File: src/rtl/tick_timer_irq.sv
// rtl/tick_timer_irq.sv - multi-channel tick-driven reload timer with sticky status and level irq
// Optional channel cascading (CTRL[3]) is built only when TICK_TIMER_CASCADE_EN is defined.
module tick_timer_irq #(
  parameter int WIDTH = 32,
  parameter int NCH   = 4
) (
  input  logic             clk,
  input  logic             reset,
  input  logic             tick,
  input  logic [WIDTH-1:0] addr,
  input  logic [WIDTH-1:0] din,
  input  logic             wen,
  input  logic             cs,
  output logic [WIDTH-1:0] dout,
  output logic             irq
);

`ifdef TICK_TIMER_CASCADE_EN
  localparam bit CASC_EN = 1'b1;
`else
  localparam bit CASC_EN = 1'b0;
`endif

  localparam logic [3:0] ADDR_STAT = 4'd12;
  localparam logic [3:0] ADDR_PEND = 4'd13;
  localparam int C_EN   = 0;
  localparam int C_PER  = 1;
  localparam int C_IE   = 2;
  localparam int C_CASC = 3;

  logic [WIDTH-1:0] reload_q [NCH];
  logic [WIDTH-1:0] reload_d [NCH];
  logic [WIDTH-1:0] count_q  [NCH];
  logic [WIDTH-1:0] count_d  [NCH];
  logic [3:0]       ctrl_q   [NCH];
  logic [3:0]       ctrl_d   [NCH];
  logic [NCH-1:0]   stat_q;
  logic [NCH-1:0]   stat_d;

  logic [3:0]     a;
  logic           wr;
  logic [NCH-1:0] ie;
  logic [NCH-1:0] pend;
  logic           hit_reload;
  logic           hit_count;
  logic           hit_ctrl;
  logic           step;
  logic           expire;
  logic           prev_expire;
  logic           unused_addr;

  assign a           = addr[3:0];
  assign wr          = cs & wen;
  assign unused_addr = ^addr[WIDTH-1:4];

  // Channels are evaluated in order so a cascaded channel sees its
  // predecessor's expiry pulse from the same cycle.
  always_comb begin
    stat_d      = stat_q;
    prev_expire = 1'b0;
    hit_reload  = 1'b0;
    hit_count   = 1'b0;
    hit_ctrl    = 1'b0;
    step        = 1'b0;
    expire      = 1'b0;
    if (wr && a == ADDR_STAT) stat_d = stat_q & ~din[NCH-1:0];
    for (int i = 0; i < NCH; i++) begin
      reload_d[i] = reload_q[i];
      count_d[i]  = count_q[i];
      ctrl_d[i]   = ctrl_q[i];
      hit_reload  = wr && (a == 4'(3 * i));
      hit_count   = wr && (a == 4'(3 * i + 1));
      hit_ctrl    = wr && (a == 4'(3 * i + 2));
      step        = (CASC_EN && i != 0 && ctrl_q[i][C_CASC]) ? prev_expire : tick;
      expire      = 1'b0;
      if (hit_reload) reload_d[i] = din;
      // A bus write to COUNT or CTRL swallows this cycle's step.
      if (hit_ctrl) begin
        ctrl_d[i] = din[3:0] & ((CASC_EN && i != 0) ? 4'hF : 4'h7);
        if (din[C_EN]) count_d[i] = reload_q[i];
      end else if (hit_count) begin
        count_d[i] = din;
      end else if (step && ctrl_q[i][C_EN] && count_q[i] != '0) begin
        if (count_q[i] == WIDTH'(1)) begin
          expire = 1'b1;
          if (ctrl_q[i][C_PER]) begin
            count_d[i] = reload_q[i];
          end else begin
            count_d[i]      = '0;
            ctrl_d[i][C_EN] = 1'b0;
          end
        end else begin
          count_d[i] = count_q[i] - WIDTH'(1);
        end
      end
      // Set after the W1C so a coincident expiry is never lost.
      if (expire) stat_d[i] = 1'b1;
      prev_expire = expire;
    end
  end

  always_comb begin
    ie = '0;
    for (int i = 0; i < NCH; i++) ie[i] = ctrl_q[i][C_IE];
  end

  assign pend = stat_q & ie;
  assign irq  = |pend;

  always_comb begin
    dout = '0;
    for (int i = 0; i < NCH; i++) begin
      if (a == 4'(3 * i))          dout = reload_q[i];
      else if (a == 4'(3 * i + 1)) dout = count_q[i];
      else if (a == 4'(3 * i + 2)) dout = WIDTH'(ctrl_q[i]);
    end
    if (a == ADDR_STAT)      dout = WIDTH'(stat_q);
    else if (a == ADDR_PEND) dout = WIDTH'(pend);
  end

  always_ff @(posedge clk or negedge reset) begin
    if (!reset) begin
      for (int i = 0; i < NCH; i++) begin
        reload_q[i] <= '0;
        count_q[i]  <= '0;
        ctrl_q[i]   <= '0;
      end
      stat_q <= '0;
    end else begin
      for (int i = 0; i < NCH; i++) begin
        reload_q[i] <= reload_d[i];
        count_q[i]  <= count_d[i];
        ctrl_q[i]   <= ctrl_d[i];
      end
      stat_q <= stat_d;
    end
  end

endmodule

File: config.mk
export PLATFORM = sky130hd
export DESIGN_NAME = tick_timer_irq
export DESIGN_NICKNAME = d
export VERILOG_FILES = /design/src/rtl/tick_timer_irq.sv
export SDC_FILE = /design/constraint.sdc
export NUM_CORES = 1
export LEC_CHECK = 0
export ABC_CLOCK_PERIOD_IN_PS = 8300
export CORE_MARGIN = 5
export CORE_UTILIZATION = 49
export DETAILED_ROUTE_END_ITERATION = 12
export PLACE_DENSITY = 0.74
export SYNTH_ARGS = -nofsm -noshare
export SYNTH_HDL_FRONTEND = slang
export SYNTH_SLANG_ARGS = --single-unit
File: constraint.sdc
create_clock -name clk -period 8.3 [get_ports clk]
set_input_delay 2.075 -clock clk [delete_from_list [all_inputs] [get_ports clk]]
set_output_delay 2.075 -clock clk [all_outputs]
set_load 0.02 [all_outputs]
; ---- Word level (Yosys, flattened, before mapping)
; Index checks and enable logic that the tools add are counted.
[classes]
addsub = 4
n_eq_ne = 29
mux = 79
n_bitwise = 4
reduce_logical = 51
[ops]
columns = operator, n
row1 = $mux W32, 37
row2 = $eq A32 B1 Y1 const B, 4
row3 = $reduce_bool A32 Y1, 4
row4 = $sub A32 B1 Y32 const B, 4
row5 = $mux W1, 40
row6 = $eq A4 B4 Y1 const B, 6
row7 = $reduce_bool A2 Y1, 12
row8 = $logic_and A1 B1 Y1, 21
row9 = $eq A4 B3 Y1 const B, 4
row10 = $ne A2 B1 Y1 const B, 8
row11 = $reduce_and A4 Y1, 4
row12 = $reduce_bool A3 Y1, 4
row13 = $and A4 B4 Y4, 2
row14 = $eq A4 B2 Y1 const B, 2
row15 = $ne A2 B2 Y1 const B, 4
row16 = $reduce_and A2 Y1, 4
row17 = $eq A4 B1 Y1 const B, 1
row18 = $logic_not A4 Y1, 1
row19 = $mux W4, 1
row20 = $not A4 Y4, 1
row21 = $reduce_or A4 Y1, 1
row22 = $mux W3, 1
row23 = $and A1 B1 Y1, 1
[word_totals]
ff_bits = 272
output_inout_bits = 33

; ---- Logic depth before layout (Yosys ltp)
[depth]
ltp_word = 15
mapped_depth = 11
mapped_depth_nobuf = 9

; ---- Least setup slack after synthesis
; No wires, ideal clock.
[synth_timing]
path_kind = in2out
start = in addr[1]
end = out dout[10]
arrival_time_ps = 3953
setup_slack_ps = 2272
cell_stages = 7
n_path_buf = 4
path_cell_list = clkbuf_1 > clkbuf_1 > buf_1 > nor3_1 > clkbuf_1 > a22oi_1 > nand4_1
[synth_via]
elab_chain_cells = 14
elab_cells_between_ends = 26
cone_classes = eq/ne (12) / mux (13) / reduce/logical (1)
[synth_rtl]
columns = item, line_no
row1 = "start, declared", 10  ; input logic [WIDTH-1:0] addr,
row2 = $eq A4 B1 Y1, 114  ; else if (a == 4'(3 * i + 1)) dout = count_q[i];
row3 = $mux W32, 114
row4 = $mux W32, 113  ; if (a == 4'(3 * i)) dout = reload_q[i];
row5 = $mux W32, 115  ; else if (a == 4'(3 * i + 2)) dout = WIDTH'(ctrl_q[i]);
row6 = $mux W32, 114
row7 = $mux W32, 113
row8 = $mux W32, 115
row9 = $mux W32, 114
row10 = $mux W32, 113
row11 = $mux W32, 115
row12 = $mux W32, 114
row13 = $mux W32, 113
row14 = $mux W32, 118  ; else if (a == ADDR_PEND) dout = WIDTH'(pend);
row15 = $mux W32 *, 117  ; if (a == ADDR_STAT) dout = WIDTH'(stat_q);
row16 = "end, declared", 14  ; output logic [WIDTH-1:0] dout,
; Every way passes the cells marked *; elsewhere a longest branch is shown, timed or not.

; ---- Worst setup path in the final report
[layout_timing]
start = in addr[1]
end = out dout[2]
[layout_via]
elab_chain_cells = 15
elab_cells_between_ends = 28
cone_classes = eq/ne (13) / mux (14) / reduce/logical (1)
[layout_rtl]
columns = item, line_no
row1 = $eq A4 B2 Y1, 115
row2 = $mux W3, 115
row3 = $mux W32, 114
row4 = $mux W32, 113
row5 = $mux W32, 115
row6 = $mux W32, 114
row7 = $mux W32, 113
row8 = $mux W32, 115
row9 = $mux W32, 114
row10 = $mux W32, 113
row11 = $mux W32, 115
row12 = $mux W32, 114
row13 = $mux W32, 113
row14 = $mux W32, 118
row15 = $mux W32 *, 117
; Marked as above.

==> results.toml <==
[setup_path]
crit_buf_inv = 4
critPathMaxFanout = 31
crit_type = "input pin to output port"
cpMaxStageDelayCell = "clkdlybuf4s50_1"
path_cells = "clkdlybuf4s50_1, buf_4, nor4_2, buf_4, a22oi_1, o21ai_0, o21ai_0, nand3_1, a31o_2, clkdlybuf4s50_1"
startpoint_type = "input pin"
crit_family = "buffers and inverters"
slowest_delay_ns = 0.89
arrival_ns = 5.38
crit_required_ns = 6.23
end_kind = "output port"

[clock_network]
cts_tree = "built"
cts-resized-gates = 0
ctsHoldBuffers = 0
clock-sinks = 272
insertion_delay_ns = 0.52
clockBufferDepth = 3
cts_buffers = 34
clk_pin_slew_ns = 0.06
postCtsSetupBuffers = 0
htreeDepth = 2
cts_root_buffer = "clkbuf_16"

[yosys]
ys_ff_latch = 272
yosysUniqueCellTypes = 77
synth_edf_count = 0
synth_area_sq_um = 17800
syn_avg_cell_area_sq_um = 8.75
synthFlopType = "dfrtp_1"
syn_nets = 2120
synth_warnings = 0
synth-async-reset-ratio_pct = 100
post-synth-top-area-fraction_pct = 38.1
yosys-top-cells-area = "dfrtp_1 (38%), mux2_2 (8.2%), a22oi_1 (5.1%)"
ys_seq_area_share_pct = 38.1
synth_top_area_cell = "dfrtp_1"
syn_inst = 2039

[pwr]
p_leak_nw = 7.72
pwr-share-comb_pct = 29.2
p_seq_share_pct = 42.5
clkPwrFrac_pct = 28.2
power_mw = 5.40
p_int_mw = 3.35
power_density_nw_per_um2 = 269
swShare_pct = 38.0
power_switching_mw = 2.05
vdd_ir_drop_max_uv = 154

[die]
die-area_sq_um = 40300
core_sq_um = 35700
die_h_microns = 201
num_io_pins = 102
chipWidth_microns = 201
rows = 69
initial_core_util_pct = 49.9

[placement]
numPortBuffers = 73
place_area_sq_um = 19000
dp.final_hpwl_microns = 47500
place_congestion = 1.02

[detailed_routing]
ant_nets = 0
num_vias = 18100
via_per_inst = 7.22
wl_per_cell_microns = 27.3
drtPass1Iterations = 6
wirelength_microns = 68400
drt_iter0_markers = 2234
drc = 0

[global_route]
grtUsageTotal_pct = 32.7
grt_pass1_vias = 17000
grt_pass1_wl_microns = 105000
grt.overflow.total = 0
grt_max_degree = 124
antenna_found_initial = 0

[sta]
clock_skew_ns = 0.0146
finalSetupTns_ns = 0
max_freq_mhz = 134
worstMarginPinSlew_ns = 1.19
layout_min_cycle_time_ns = 7.46
setup_viol = 0
rsz0062_at_grt = "no"
slew_viol_final = 0
period_share_pct = 89.8
hold_viol = 0
slew_headroom_pct = 20.9

[cells_and_area]
final_area_sq_um = 20100
area_growth_pct = 12.5
layout-drive-gt1-share_pct = 13.8
finalNetCount = 2103
diodes = 0

[hold_path]
min_path_type = "flip-flop to flip-flop"

[flow_run]
cap_violations = 0

[status]
outcome = "completed"
## kinds of logic (layout without fill, tap and decap cells)
logic type	Yosys count	after routing	share of synthesized area, %
AOI/OAI and AO/OA	687	687	26.0
buffers and inverters	201	204	4.51
muxes	137	137	8.60
xor gates and xnor gates	65	65	3.19
DFF	272	272	38.1
and+or+nand+nor	665	665	18.7
adders and majority gates	12	12	0.841
## metrics by stage
step	instances	utilization, %	hold slack, ns	setup WS [ns]
6_report	2503	56.2	0.525	0.843
2_1_floorplan	2039	-	0.484	2.27
3_3_place_gp	2447	53.0	0.514	0.901
4_1_cts	2503	56.2	0.527	0.892
3_5_place_dp	2447	53.0	0.511	0.906
5_1_grt	2503	56.2	0.563	0.740
## cell usage after synthesis, types with 8 or more instances
library cell	n
dfrtp_1	272
nand4_1	45
nor4_1	39
a21oi_1	120
a221oi_1	28
o22a_1	8
and2_1	9
o211ai_1	30
nand2_1	148
o21a_1	11
or3_1	14
ha_1	12
o31ai_1	30
o21ai_0	141
o221ai_1	15
nor3_1	80
nand3_1	66
clkbuf_1	141
or4_1	26
a22oi_1	122
inv_1	20
mux2_2	130
xnor2_1	40
a211oi_1	14
nor2_1	169
xor2_1	25
a311oi_1	23
buf_1	10
nor3b_1	10
a31oi_1	43
and3_1	17
o22ai_1	19
a221o_1	8
or2_2	8
buf_2	25
## layer usage
metal	global-route usage, %	part of all wire, %	routed length (microns)
met1	46.4	39	26900
met2	50.9	44	30300
met3	7.12	13	8970
met4	8.95	3.2	2180
met5	0	0	0
## state kept, by name, indices dropped and copies added, names as in the netlist
name and flops:
reload_q 128, ctrl_q 12, stat_q 4, count_q 128
## cell type report
cell class | count | area, sq um
clock inverters | 9 | 125
fillers | 3196 | 15700
clock buffers | 47 | 993
well taps | 461 | 577
repair buffers | 128 | 1160
inverters | 20 | 75.1
multi-input cells | 1566 | 10300
flip-flops and latches | 272 | 6810
## worst paths after layout
check / startpoint / end / slack (ns) / depth (start not counted)
worst max-delay path: addr[1] / dout[2] / 0.84 / 10
worst min-delay path: count_q[123] / count_q[123] / 0.52 / 1
min in group asynchronous: reset / count_q[98] / 1.55 / 1
max in group asynchronous: reset / reload_q[70] / 5.47 / 2
worst min register to register: count_q[123] / count_q[123] / 0.52 / 1
worst max register to register: count_q[92] / count_q[87] / 4.28 / 7
## worst reg2reg max path: cells and delay by family (launching register included)
kind	cells	cell delay, ns
AND/OR/NAND/NOR	5	2.94
flip-flops	1	0.45
AO/OA/AOI/OAI	2	0.51
## cell usage in the layout (no fill, tap or decap), types with 7 or more instances in the layout
master / synthesis / layout
o211ai_1: 30 / 30
nand2b_1: 7 / 7
and3_1: 17 / 17
nand2_1: 148 / 148
dfrtp_1: 272 / 272
a31oi_1: 43 / 43
nor3b_1: 10 / 10
inv_1: 20 / 20
or2_2: 8 / 8
a221o_1: 8 / 8
mux2_2: 130 / 130
a21oi_1: 120 / 120
nor2_1: 169 / 165
a22oi_1: 122 / 122
o221ai_1: 15 / 15
o22a_1: 8 / 8
nand4_1: 45 / 45
o21ai_0: 141 / 141
buf_4: 5 / 54
or4_1: 26 / 26
a211oi_1: 14 / 14
nor3_2: 2 / 8
clkbuf_1: 141 / 7
nand3_1: 66 / 66
nor4_1: 39 / 36
a311oi_1: 23 / 23
xor2_1: 25 / 25
o22ai_1: 19 / 19
or3_1: 14 / 14
ha_1: 12 / 12
nor3_1: 80 / 74
o31ai_1: 30 / 30
and2_1: 9 / 9
clkbuf_16: 0 / 37
a221oi_1: 28 / 28
o21a_1: 11 / 11
xnor2_1: 40 / 40
clkdlybuf4s50_1: 0 / 72
## power by group through the flow
stage	sequential, mW	combinational, mW	clock [mW]
2_1_floorplan	2.03	1.22	0
4_1_cts	2.26	1.55	1.53
5_1_grt	2.35	1.74	1.59
6_report	2.30	1.58	1.53
3_5_place_dp	2.28	1.55	0
3_3_place_gp	2.26	1.50	0
Note: power is estimated with default switching activity, not from simulation.
==> RTL change 1 (config.mk and constraints unchanged) <==
Add an input register stage for `tick`, `addr`, `din`, `wen` and `cs`, cleared by the reset; this delays them by one clock.
--- a/src/rtl/tick_timer_irq.sv
+++ b/src/rtl/tick_timer_irq.sv
@@ -28,6 +28,28 @@
   localparam int C_IE   = 2;
   localparam int C_CASC = 3;
 
+  logic tick_q;
+  logic [WIDTH-1:0] addr_q;
+  logic [WIDTH-1:0] din_q;
+  logic wen_q;
+  logic cs_q;
+
+  always_ff @(posedge clk or negedge reset) begin
+    if (!reset) begin
+      tick_q <= '0;
+      addr_q <= '0;
+      din_q  <= '0;
+      wen_q  <= '0;
+      cs_q   <= '0;
+    end else begin
+      tick_q <= tick;
+      addr_q <= addr;
+      din_q  <= din;
+      wen_q  <= wen;
+      cs_q   <= cs;
+    end
+  end
+
   logic [WIDTH-1:0] reload_q [NCH];
   logic [WIDTH-1:0] reload_d [NCH];
   logic [WIDTH-1:0] count_q  [NCH];
@@ -49,9 +71,9 @@
   logic           prev_expire;
   logic           unused_addr;
 
-  assign a           = addr[3:0];
-  assign wr          = cs & wen;
-  assign unused_addr = ^addr[WIDTH-1:4];
+  assign a           = addr_q[3:0];
+  assign wr          = cs_q & wen_q;
+  assign unused_addr = ^addr_q[WIDTH-1:4];
 
   // Channels are evaluated in order so a cascaded channel sees its
   // predecessor's expiry pulse from the same cycle.
@@ -63,7 +85,7 @@
     hit_ctrl    = 1'b0;
     step        = 1'b0;
     expire      = 1'b0;
-    if (wr && a == ADDR_STAT) stat_d = stat_q & ~din[NCH-1:0];
+    if (wr && a == ADDR_STAT) stat_d = stat_q & ~din_q[NCH-1:0];
     for (int i = 0; i < NCH; i++) begin
       reload_d[i] = reload_q[i];
       count_d[i]  = count_q[i];
@@ -71,15 +93,15 @@
       hit_reload  = wr && (a == 4'(3 * i));
       hit_count   = wr && (a == 4'(3 * i + 1));
       hit_ctrl    = wr && (a == 4'(3 * i + 2));
-      step        = (CASC_EN && i != 0 && ctrl_q[i][C_CASC]) ? prev_expire : tick;
+      step        = (CASC_EN && i != 0 && ctrl_q[i][C_CASC]) ? prev_expire : tick_q;
       expire      = 1'b0;
-      if (hit_reload) reload_d[i] = din;
+      if (hit_reload) reload_d[i] = din_q;
       // A bus write to COUNT or CTRL swallows this cycle's step.
       if (hit_ctrl) begin
-        ctrl_d[i] = din[3:0] & ((CASC_EN && i != 0) ? 4'hF : 4'h7);
-        if (din[C_EN]) count_d[i] = reload_q[i];
+        ctrl_d[i] = din_q[3:0] & ((CASC_EN && i != 0) ? 4'hF : 4'h7);
+        if (din_q[C_EN]) count_d[i] = reload_q[i];
       end else if (hit_count) begin
-        count_d[i] = din;
+        count_d[i] = din_q;
       end else if (step && ctrl_q[i][C_EN] && count_q[i] != '0) begin
         if (count_q[i] == WIDTH'(1)) begin
           expire = 1'b1;
Formal check against the unedited RTL: not equivalent (a bounded check fails within 4 cycles, from zero or initial values and one cycle with reset low).
==> RTL change 1 against the unedited design <==
Worst setup slack improved by 1.4 ns. Critical path type is now reg2out. Sequential share of layout area increased by 2.3 points. Total power increased by 10%. First-iteration DRC count increased by 12%. Via count increased by 3.5%. Synthesized area increased by 6.3%. Final area increased by 7.2%. Clock power increased by 23%. Sequential cell count increased by 39. Clock skew increased by 0.015 ns. Wire length increased by 2.7%.
==> RTL change 1: results (changes against the unedited design) <==
metric,value,unit,change
status,"finished, final reports clean",,unchanged
worstHoldEndpoint,ctrl_q[2],,was count_q[123]
yosysSeqAreaShare,41.03,%,was 38.15%
fin_skew,0.02979,ns,was 0.01461 ns
whs,0.5218,ns,was 0.5245 ns
routabilityCongestion,1.023,,was 1.017
crit_fanout,21,,was 31
slowest_stage,dfrtp_1,,was clkdlybuf4s50_1
drive_above_1_share,13.31,%,was 13.76%
p_leak,8.207,nW,was 7.716 nW
routedWlPerCell,26.46,um,was 27.31 um
first_global_vias,17496,,was 17040
synth-xor-area-share,3.694,%,was 3.191%
max_stage_delay,0.75,ns,was 0.89 ns
dp.cells,2585,,was 2447
largestRegisters,"count_q: 128 flops, reload_q: 128 flops, din_q: 32 flops",,"was count_q: 128 flops, reload_q: 128 flops, ctrl_q: 12 flops"
timing.rr.start,count_q[85],,was count_q[92]
grt_pass1_wl,106600,um,was 105200 um
synthMuxAreaShare,7.763,%,was 8.604%
initialDrtViolationCount,2492,,was 2234
route.vias.total,18701,,was 18060
synthDistinctLibCells,73,,was 77
placed_cell_area,0.02010,mm2,was 0.01896 mm2
synth_adder_area_share,0.7915,%,was 0.8415%
nets,2187,,was 2103
min-delay-start,ctrl_q[2],,was count_q[123]
worstReg2RegEnd,count_q[88],,was count_q[87]
postSynthAreaPerCell,8.914,um2,was 8.750 um2
ir_worst_vdd,0.1861,mV,was 0.1543 mV
synth_top_area_share,41.03,%,was 38.15%
dp_hpwl,49140,um,was 47510 um
-- RTL change 1: worst max-delay path by stage --
stage	from	depth (start not counted)	end	slack [ns]
after floorplan	addr_q[2]	9	dout[0]	4.10
after global placement	addr_q[2]	6	dout[30]	2.98
after CTS	addr_q[2]	6	dout[29]	2.39
after detailed placement	addr_q[2]	6	dout[29]	2.97
after global routing	addr_q[2]	6	dout[15]	2.15
final	addr_q[2]	6	dout[15]	2.25
-- RTL change 1: power by group --
group	switching [mW]	total (mW)	internal, mW
sequential	0.680	2.57	1.89
clock	0.682	1.88	1.20
combinational	0.782	1.50	0.715
-- RTL change 1: worst max-delay path: cells and delay by family (launching register included) --
family,cells,cell delay [ns]
buffers and inverters,2,1.09
AOI/OAI and AO/OA,1,0.14
DFF,1,0.75
and+or+nand+nor,3,1.45
-- RTL change 1: layer usage --
layer / track usage (%) / share of wire (%) / wire length (um)
met1: 44.06 / 37 / 26240
met2: 48.41 / 44 / 30930
met3: 8.577 / 13 / 9223
met4: 14.38 / 5.4 / 3790
met5: 0 / 0 / 0
-- RTL change 1: layout make-up --
| cell class | count | area [um2] | area share (%) |
|---|---|---|---|
| inverters | 26 | 97.59 | 0.4535 |
| clock inverters | 14 | 279.0 | 1.296 |
| flip-flops and latches | 311 | 7782 | 36.16 |
| multi-input cells | 1606 | 10450 | 48.53 |
| well taps | 518 | 648.1 | 3.011 |
| repair buffers | 124 | 1131 | 5.255 |
| clock buffers | 53 | 1139 | 5.290 |
==> RTL change 2 (same settings) <==
Without the edit above. The localparam `CASC_EN` goes from 1'b0 to 1'b1.
--- a/src/rtl/tick_timer_irq.sv
+++ b/src/rtl/tick_timer_irq.sv
@@ -18,7 +18,7 @@
 `ifdef TICK_TIMER_CASCADE_EN
   localparam bit CASC_EN = 1'b1;
 `else
-  localparam bit CASC_EN = 1'b0;
+  localparam bit CASC_EN = 1'b1;
 `endif
 
   localparam logic [3:0] ADDR_STAT = 4'd12;
Formal check against the unedited RTL: not equivalent (a bounded check fails within 4 cycles, from zero or initial values and one cycle with reset low).
==> RTL change 2 against the unedited design <==
Final area shrank 1.2%. Sequential cell count grew 3. Total power shrank 3.8%. Die area shrank 0.91%. Worst setup slack gained 0.23 ns. Synthesized cell count shrank 2.0%. Synthesized area shrank 0.96%. First-iteration DRC count grew 6.4%. Clock skew grew 0.0041 ns. Wire length shrank 1.8%. Utilization shrank 0.39 points.
==> RTL change 2: results (changes against the unedited design) <==
metric,value,unit,change
status,"finished, final reports clean",,unchanged
worstReg2RegEnd,count_q[1],,was count_q[87]
drive_above_1_share,14.03,%,was 13.76%
clk_latency,0.61,ns,was 0.52 ns
initialDrtViolationCount,2377,,was 2234
syn-num-nets,2076,,was 2120
synth_area_leaders,"dfrtp_1, mux2_2, a22oi_1",,unchanged
timing.rr.start,count_q[90],,was count_q[92]
crit_fanout,29,,was 31
first_pass_iters,9,,was 6
tightest_slew,1.137,ns,was 1.187 ns
arrival,5.15,ns,was 5.38 ns
post_drt_via_cell_ratio,7.161,,was 7.215
grt_max_degree,116,,was 124
regToRegSetupSlack,3.36,ns,was 4.28 ns
worstHoldEndpoint,count_q[27],,was count_q[123]
htree_levels,1,,was 2
cp-startpoint,addr[0],,was addr[1]
fin_skew,0.01866,ns,was 0.01461 ns
routedWlPerCell,27.08,um,was 27.31 um
reg2regPathDepth,8,,was 7
netSwitchingPower,2.004,mW,was 2.054 mW
cts_made_buffers,31,,was 34
grt_pass1_wl,101600,um,was 105200 um
min-delay-start,count_q[27],,was count_q[123]
==> RTL change 2: power groups by stage <==
| stage | Clock (mW) | Combinational (mW) | Sequential, mW |
|---|---|---|---|
| after floorplan | 0 | 1.18 | 2.05 |
| after global placement | 0 | 1.46 | 2.30 |
| after detailed placement | 0 | 1.51 | 2.32 |
| after CTS | 1.34 | 1.52 | 2.30 |
| after global routing | 1.38 | 1.70 | 2.37 |
| final | 1.32 | 1.55 | 2.33 |
==> RTL change 2: cell families after synthesis <==
logic type | Yosys count | share of synthesized area (%)
AOI/OAI and AO/OA | 619 | 23.76
xor gates and xnor gates | 87 | 4.312
adders and majority gates | 9 | 0.6373
buffers and inverters | 187 | 4.071
DFF | 275 | 38.94
muxes | 165 | 10.45
and+or+nand+nor | 656 | 17.82
==> RTL change 2: layer usage <==
metal / GRT usage (%) / vias up / routed length, um
li1: - / 7542 / -
met1: 45.52 / 8768 / 26520
met2: 49.19 / 1175 / 28680
met3: 5.488 / 257 / 6843
met4: 18.26 / 2 / 5057
met5: 0 / - / 13
==> RTL change 2: per-stage QoR <==
stage                     area [um2]  util (%)  setup WS (ns)  power, mW  std cells
final                          19840     55.79          1.076      5.195       2478
after global routing           19840     55.79          1.032      5.443       2478
after CTS                      19840     55.79          1.169      5.160       2478
after detailed placement       18900     53.15          1.208      3.831       2428
after global placement         18900     53.15          1.224      3.758       2428
after floorplan                17670         -          2.279      3.229       1998
==> RTL change 2: area by class of cell <==
class	count	area, um2
multi-input cells	1536	10180
fillers	3236	15730
clock inverters	5	40.04
repair buffers	127	1154
inverters	29	108.9
well taps	461	576.8
flip-flops and latches	275	6882
clock buffers	45	898.4
==> RTL change 2: worst min-delay path, cell delays in order (launching register included) <==
cell and delay [ns]:
dfrtp_1 0.39, inv_1 0.06, o22ai_1 0.05
